**src/rtl/icache_sa.sv**
```systemverilog
// icache_sa: set-associative, multi-word-line instruction cache with LRU, burst refill, uncached bypass and flush.
// Latency: hits return inst combinationally in IDLE; a miss stalls 1 + N beats (each beat waits for mem_rvalid).
// Backpressure: icache_stall holds fetch; mem_req is held until mem_rvalid, and dropping it cancels the beat.
//
// Ports:
//   clk, rst           - clock, synchronous active-high reset
//   addr               - word-aligned fetch PC
//   predict_fail       - cancels an in-flight miss/uncached fetch
//   flush              - invalidate all sets, one set per cycle
//   inst, icache_stall - instruction out (valid when icache_stall=0), fetch hold
//   mem_req, mem_addr  - single-beat read request towards instruction memory
//   mem_rdata, mem_rvalid - read data and beat-accept strobe
module icache_sa #(
    parameter int          INDEX_WIDTH     = 4,
    parameter int          LINE_WORDS_LOG2 = 2,
    parameter int          WAYS            = 2,
    parameter logic [15:0] UNCACHED_HI     = 16'h1c09
) (
    input  logic        clk,
    input  logic        rst,
    input  logic [31:0] addr,
    input  logic        predict_fail,
    input  logic        flush,
    output logic [31:0] inst,
    output logic        icache_stall,
    output logic        mem_req,
    output logic [31:0] mem_addr,
    input  logic [31:0] mem_rdata,
    input  logic        mem_rvalid
);
    localparam int SETS    = 1 << INDEX_WIDTH;
    localparam int N       = 1 << LINE_WORDS_LOG2;
    localparam int IDX_LSB = LINE_WORDS_LOG2 + 2;
    localparam int TAG_LSB = IDX_LSB + INDEX_WIDTH;
    localparam int TAG_W   = 32 - TAG_LSB;
    localparam int LINE_W  = 32 - IDX_LSB;

    typedef enum logic [2:0] {S_IDLE, S_REFILL, S_UNC, S_UDONE, S_FLUSH} state_t;

    state_t                     state_q, state_d;
    logic [LINE_WORDS_LOG2-1:0] beat_q, beat_d;
    logic [INDEX_WIDTH-1:0]     fcnt_q, fcnt_d;
    logic [LINE_W-1:0]          line_q, line_d;    // line address (tag+index) being refilled
    logic                       victim_q, victim_d;
    logic [31:0]                ubuf_q, ubuf_d;

    // LRU bit of a set names the way to evict next.
    logic [SETS-1:0]  valid_q [WAYS];
    logic [SETS-1:0]  lru_q;
    logic [TAG_W-1:0] tag_q   [WAYS][SETS];
    logic [31:0]      data_q  [WAYS][SETS][N];

    logic [LINE_WORDS_LOG2-1:0] a_off;
    logic [INDEX_WIDTH-1:0]     a_idx;
    logic [TAG_W-1:0]           a_tag;
    logic                       a_unc;
    logic [INDEX_WIDTH-1:0]     l_idx;
    logic [TAG_W-1:0]           l_tag;

    assign a_off = addr[IDX_LSB-1:2];
    assign a_idx = addr[TAG_LSB-1:IDX_LSB];
    assign a_tag = addr[31:TAG_LSB];
    assign a_unc = (addr[31:16] == UNCACHED_HI);
    assign l_idx = line_q[INDEX_WIDTH-1:0];
    assign l_tag = line_q[LINE_W-1:INDEX_WIDTH];

    logic        hit;
    logic        hit_way;
    logic [31:0] hit_word;
    logic        victim;

    always_comb begin
        hit      = 1'b0;
        hit_way  = 1'b0;
        hit_word = '0;
        for (int w = 0; w < WAYS; w++) begin
            if (valid_q[w][a_idx] && tag_q[w][a_idx] == a_tag) begin
                hit      = 1'b1;
                hit_way  = 1'(w);
                hit_word = data_q[w][a_idx][a_off];
            end
        end
    end

    // First invalid way wins (way0 first); with both ways valid fall back to LRU.
    always_comb begin
        logic found;
        found  = 1'b0;
        victim = (WAYS > 1) ? lru_q[a_idx] : 1'b0;
        for (int w = 0; w < WAYS; w++) begin
            if (!found && !valid_q[w][a_idx]) begin
                victim = 1'(w);
                found  = 1'b1;
            end
        end
    end

    logic hit_upd, alloc, word_we, line_done, flush_clr;

    always_comb begin
        state_d      = state_q;
        beat_d       = beat_q;
        fcnt_d       = fcnt_q;
        line_d       = line_q;
        victim_d     = victim_q;
        ubuf_d       = ubuf_q;
        inst         = '0;
        icache_stall = 1'b0;
        mem_req      = 1'b0;
        mem_addr     = '0;
        hit_upd      = 1'b0;
        alloc        = 1'b0;
        word_we      = 1'b0;
        line_done    = 1'b0;
        flush_clr    = 1'b0;

        if (flush) begin
            // Entering (or restarting) the flush walk abandons any outstanding beat.
            state_d      = S_FLUSH;
            fcnt_d       = '0;
            beat_d       = '0;
            icache_stall = (state_q == S_FLUSH);
            if (state_q == S_IDLE && hit && !a_unc) begin
                inst = hit_word;
            end else if (state_q == S_UDONE) begin
                inst = ubuf_q;
            end
        end else begin
            unique case (state_q)
                S_IDLE: begin
                    if (a_unc) begin
                        if (!predict_fail) begin
                            icache_stall = 1'b1;
                            state_d      = S_UNC;
                        end
                    end else if (hit) begin
                        inst    = hit_word;
                        hit_upd = 1'b1;
                    end else if (!predict_fail) begin
                        icache_stall = 1'b1;
                        alloc        = 1'b1;
                        victim_d     = victim;
                        line_d       = addr[31:IDX_LSB];
                        beat_d       = '0;
                        state_d      = S_REFILL;
                    end
                end
                S_REFILL: begin
                    if (predict_fail) begin
                        // Victim stays invalid: a partial line is never exposed.
                        beat_d  = '0;
                        state_d = S_IDLE;
                    end else begin
                        icache_stall = 1'b1;
                        mem_req      = 1'b1;
                        mem_addr     = {line_q, beat_q, 2'b00};
                        if (mem_rvalid) begin
                            word_we = 1'b1;
                            beat_d  = beat_q + 1'b1;
                            if (&beat_q) begin
                                line_done = 1'b1;
                                state_d   = S_IDLE;
                            end
                        end
                    end
                end
                S_UNC: begin
                    if (predict_fail) begin
                        state_d = S_IDLE;
                    end else begin
                        icache_stall = 1'b1;
                        mem_req      = 1'b1;
                        mem_addr     = addr;
                        if (mem_rvalid) begin
                            ubuf_d  = mem_rdata;
                            state_d = S_UDONE;
                        end
                    end
                end
                S_UDONE: begin
                    inst    = ubuf_q;
                    state_d = S_IDLE;
                end
                S_FLUSH: begin
                    icache_stall = 1'b1;
                    flush_clr    = 1'b1;
                    fcnt_d       = fcnt_q + 1'b1;
                    if (&fcnt_q) begin
                        state_d = S_IDLE;
                    end
                end
                default: state_d = S_IDLE;
            endcase
        end

        if (rst) begin
            inst         = '0;
            icache_stall = 1'b0;
            mem_req      = 1'b0;
            mem_addr     = '0;
        end
    end

    always_ff @(posedge clk) begin
        if (rst) begin
            state_q  <= S_IDLE;
            beat_q   <= '0;
            fcnt_q   <= '0;
            line_q   <= '0;
            victim_q <= 1'b0;
            ubuf_q   <= '0;
            lru_q    <= '0;
            for (int w = 0; w < WAYS; w++) begin
                valid_q[w] <= '0;
            end
        end else begin
            state_q  <= state_d;
            beat_q   <= beat_d;
            fcnt_q   <= fcnt_d;
            line_q   <= line_d;
            victim_q <= victim_d;
            ubuf_q   <= ubuf_d;
            if (flush_clr) begin
                for (int w = 0; w < WAYS; w++) begin
                    valid_q[w][fcnt_q] <= 1'b0;
                end
                lru_q[fcnt_q] <= 1'b0;
            end
            if (alloc) begin
                valid_q[victim][a_idx] <= 1'b0;
            end
            if (line_done) begin
                valid_q[victim_q][l_idx] <= 1'b1;
                if (WAYS > 1) lru_q[l_idx] <= ~victim_q;
            end
            if (hit_upd && WAYS > 1) begin
                lru_q[a_idx] <= ~hit_way;
            end
        end
    end

    // Data and tags are qualified by valid, so they need no reset.
    always_ff @(posedge clk) begin
        if (word_we) begin
            data_q[victim_q][l_idx][beat_q] <= mem_rdata;
        end
        if (line_done) begin
            tag_q[victim_q][l_idx] <= l_tag;
        end
    end
endmodule

```
**config.mk**
```make
export PLATFORM = sky130hd
export DESIGN_NAME = icache_sa
export DESIGN_NICKNAME = d
export VERILOG_FILES = /design/src/rtl/icache_sa.sv
export SDC_FILE = /design/constraint.sdc
export NUM_CORES = 2
export LEC_CHECK = 0
export BUFFER_PORTS_ARGS = -buffer_cell sky130_fd_sc_hd__buf_4
export CORE_MARGIN = 8
export CORE_UTILIZATION = 47
export CTS_CLUSTER_DIAMETER = 40
export DETAILED_ROUTE_END_ITERATION = 8
export PLACE_DENSITY = 0.61
export SYNTH_ARGS = -nofsm -noshare
export SYNTH_HDL_FRONTEND = slang
export SYNTH_MEMORY_MAX_BITS = 65536
export SYNTH_SLANG_ARGS = --single-unit
```
**constraint.sdc**
```tcl
create_clock -name clk -period 8 [get_ports clk]
set_clock_uncertainty 0.05 [all_clocks]
set_input_delay 0.4 -clock clk [delete_from_list [all_inputs] [get_ports clk]]
set_output_delay 0.4 -clock clk [all_outputs]
set_load 0.05 [all_outputs]
```
==> metrics <==
Sw Share 0.220; First-pass DRT Iterations 6; Synth warnings 0; CTS Sinks 4982; fin util 0.545; Synth area leader edfxtp_1; Leak Pwr 70.8 nW; grt ovf 0; Clock transition at path regs about 0.060 ns; Final setup viols 0; area grow syn2layout 15.7%; Crit Path Max Fanout 72; number of global-route vias before repair 98600; Syn Nets 8910; max_slew headroom 0.0636; Net Switching 13.0 mW; Worst-Margin Slew 1.40 ns; Max Buffers Root-to-Sink 4; internal power 46.0 mW; CP max-delay cell o311ai_0; vias per cell 6.39; CTS tree done; pwr dens approximately 260 mW/mm2; Seq cells post-synth about 5000; post-synthesis async set-or-reset flop share 0; Worst path max stage delay 1.09 ns; placed inst area around 0.20 mm2; initial drt markers about 14000; Initial Util 0.471; Die Height 659 um; initial antenna violation count 55; sequential power share 0.486; Synth Area per Inst 22.0 um2; RSZ-0062 raised after global routing no; routability cong. roughly 0.83; residual DRC count 0; CP required between 7 and 8 ns; post-synth top area share 0.756; total wire length 555000 um; # port buffers 134; Final period util 0.777; Fin Setup TNS 0 ns; CP cell instances buf_8 > buf_12 > nand2b_2 > buf_4 > o31ai_1 > o311ai_0 > o21ai_0 > buf_4 > nor4_1 > mux2i_1 > o21ai_0 > buf_4 > buf_4; post-synthesis cell count 8833; logic gate share of total power 0.047; share of cells above drive strength 1 0.306; Layout Nets 9497; # IOs 135; CP delay by family, top buffers and inverters; largest net degree at the start of global routing 146; H-tree depth 6; CP Capture Type output pin; root buf cell clkbuf_16; Hold Vio Cnt, Final 0; first-pass GRT wire length 774000 um; worst path bufs/invs 6; Cell variety after synth 74; Clk Latency, worst-skew pair approximately 1.1 ns; vias post-DR 98600; HPWL after detailed placement ~310000 um; Arrival @ worst endpoint 5.77 ns; post-DR wirelength/cell 36.0 um; Max-Cap Viols 0; filler cell count in the final layout 30600; Worst IR Drop VDD 0.000210 V; fin crit period 6.22 ns; post-route cell area approximately 0.22 mm2; Top cell by count, worst path buf_4; Clock Power Share 0.467; die area 0.434 mm2; Hold/Removal Path Class input pin to register; Tot GR Track Use 0.251; Pins Over Slew Limit 0; outcome finished, final reports clean; ranking of synthesized cells by area edfxtp_1, mux4_2, mux2i_1, dfxtp_1, clkbuf_1; EDFF count, synth 4896; Num CTS Buffers 604; Die Width ~660 um; CP startpoint kind input pin; top_reg_cell synth edfxtp_1; Core Area 0.413 mm2; row count around 240; WS Path Type input pin to output pin; postcts setup bufs 0; mapped cell area 0.194 mm2; Seq/Total Area, Yosys 0.765; Max Clock Freq 0.161 GHz; post-route ant nets 0
per-stage QoR:
stage,total power [mW],cells,worst slack (ns),hold WS [ns]
6_report,59.0,15400,1.78,0.231
3_3_place_gp,31.9,14200,1.70,0.391
3_5_place_dp,32.0,14200,1.77,0.399
4_1_cts,59.4,15400,1.77,0.150
2_1_floorplan,30.7,8833,3.30,0.387
5_1_grt,60.4,15400,1.67,0.222
area by class of cell:
class                      count  area (um2)  share of cell area
sequential                  4982      149000               0.661
timing repair buffer         543        4610              0.0205
inverter                      15        56.3            0.000250
clock inverter               418        4670              0.0207
multi-input combinational   3274       44200               0.196
tap                         5474        6850              0.0304
clock buffer                 684       15800              0.0701
antenna                       27        67.6            0.000300
cells in the mapped netlist (all sizes together) (18+ instances only):
cell type,count
edfxtp,4896
mux4,1303
mux2i,424
buf,297
clkbuf,265
nor2,234
nand2,216
o21ai,143
a21oi,121
a22oi,119
dfxtp,86
mux2,71
nor3,70
nand2b,53
nand3,50
nor4,50
o211ai,43
o22ai,42
a221oi,38
xor2,29
xnor2,23
nor2b,22
a211oi,18
placed cells by master (no fill, tap or decap), types with 20 or more instances in the layout:
cell type      netlist  final
a21oi_1            121    121
a221oi_1            38     38
a22oi_1            119    119
buf_12               0     25
buf_4               55    451
bufinv_16            0     62
clkbuf_1           263     60
clkbuf_16            0    617
clkinv_1             2     92
clkinv_2             0     64
clkinv_4             0     39
clkinvlp_4           0     60
dfxtp_1             86     84
diode_2              0     27
dlygate4sd3_1        0     62
edfxtp_1          4896   4896
inv_6                0     58
mux2_2              71     71
mux2i_1            424    424
mux4_2            1303   1303
nand2_1            216    214
nand2b_1            53     52
nand3_1             50     37
nor2_1             233    123
nor2_4               0    110
nor2b_1             22     20
nor3_2               1     52
nor4_1              50     49
o211ai_1            43     43
o21ai_0            142    141
o22ai_1             42     42
xnor2_1             23     23
xor2_1              29     29
power groups by stage:
stage / sequential (mW) / clock, mW / combinational (mW)
global placement: 29.2 / 0 / 2.69
floorplan: 29.2 / 0 / 1.44
global route: 28.7 / 28.9 / 2.88
detailed placement: 29.2 / 0 / 2.74
finish: 28.7 / 27.6 / 2.77
CTS: 28.7 / 27.9 / 2.77
sequential cells by signal, indices dropped and copies added (netlist names):
| name | cells |
|---|---|
| fcnt_q | 4 |
| tag_q | 768 |
| ubuf_q | 32 |
| line_q | 28 |
| beat_q | 2 |
| lru_q | 16 |
| victim_q | 1 |
| state_q | 3 |
| data_q | 4096 |
| valid_q | 32 |
what timing repair did:
| item | in CTS | in global routing |
|---|---|---|
| resized for setup | 0 | 0 |
| endpoints found under the setup margin | 0 | 0 |
| hold endpoints to repair | 1636 | 0 |
| hold buffers | 62 | 0 |
per-layer routing:
layer  wire [um]  global-route usage  vias up
met1      218000               0.355    53300
li1            -                   -    38800
met2      261000               0.395     5429
met3       55100              0.0510     1035
met4       21000              0.0836       12
met5         139             0.00132        -
cells by family (layout without fill, tap and decap cells):
family / after synthesis / in the layout / synth area share
flip-flops: 4982 / 4982 / 0.765
multiplexers: 1798 / 1798 / 0.177
AND/OR/NAND/NOR: 775 / 775 / 0.0187
AO/OA/AOI/OAI: 641 / 641 / 0.0225
buffers and inverters: 577 / 1660 / 0.0140
XOR/XNOR: 52 / 52 / 0.00234
adder cells (fa/ha/maj): 8 / 8 / 0.000515
other: 0 / 27 / 0
tightest hold or removal path, stage by stage:
cell,delay [ns]
dlygate4sd3_1,0.53
buf_4,0.19
nand2b_1,0.08
mux2i_1,0.06
path summary, 6_finish.rpt:
check / depth (start not counted) / slack, ns / start / endpoint
hold / removal: 4 / 0.23 / addr[31] / line_q[27]
setup reg to reg: 8 / 3.50 / state_q[0] / valid_q[0][9]
hold reg to reg: 2 / 0.41 / ubuf_q[27] / ubuf_q[27]
setup / recovery: 13 / 1.78 / addr[7] / inst[14]
(Power assumes the default switching activity.)
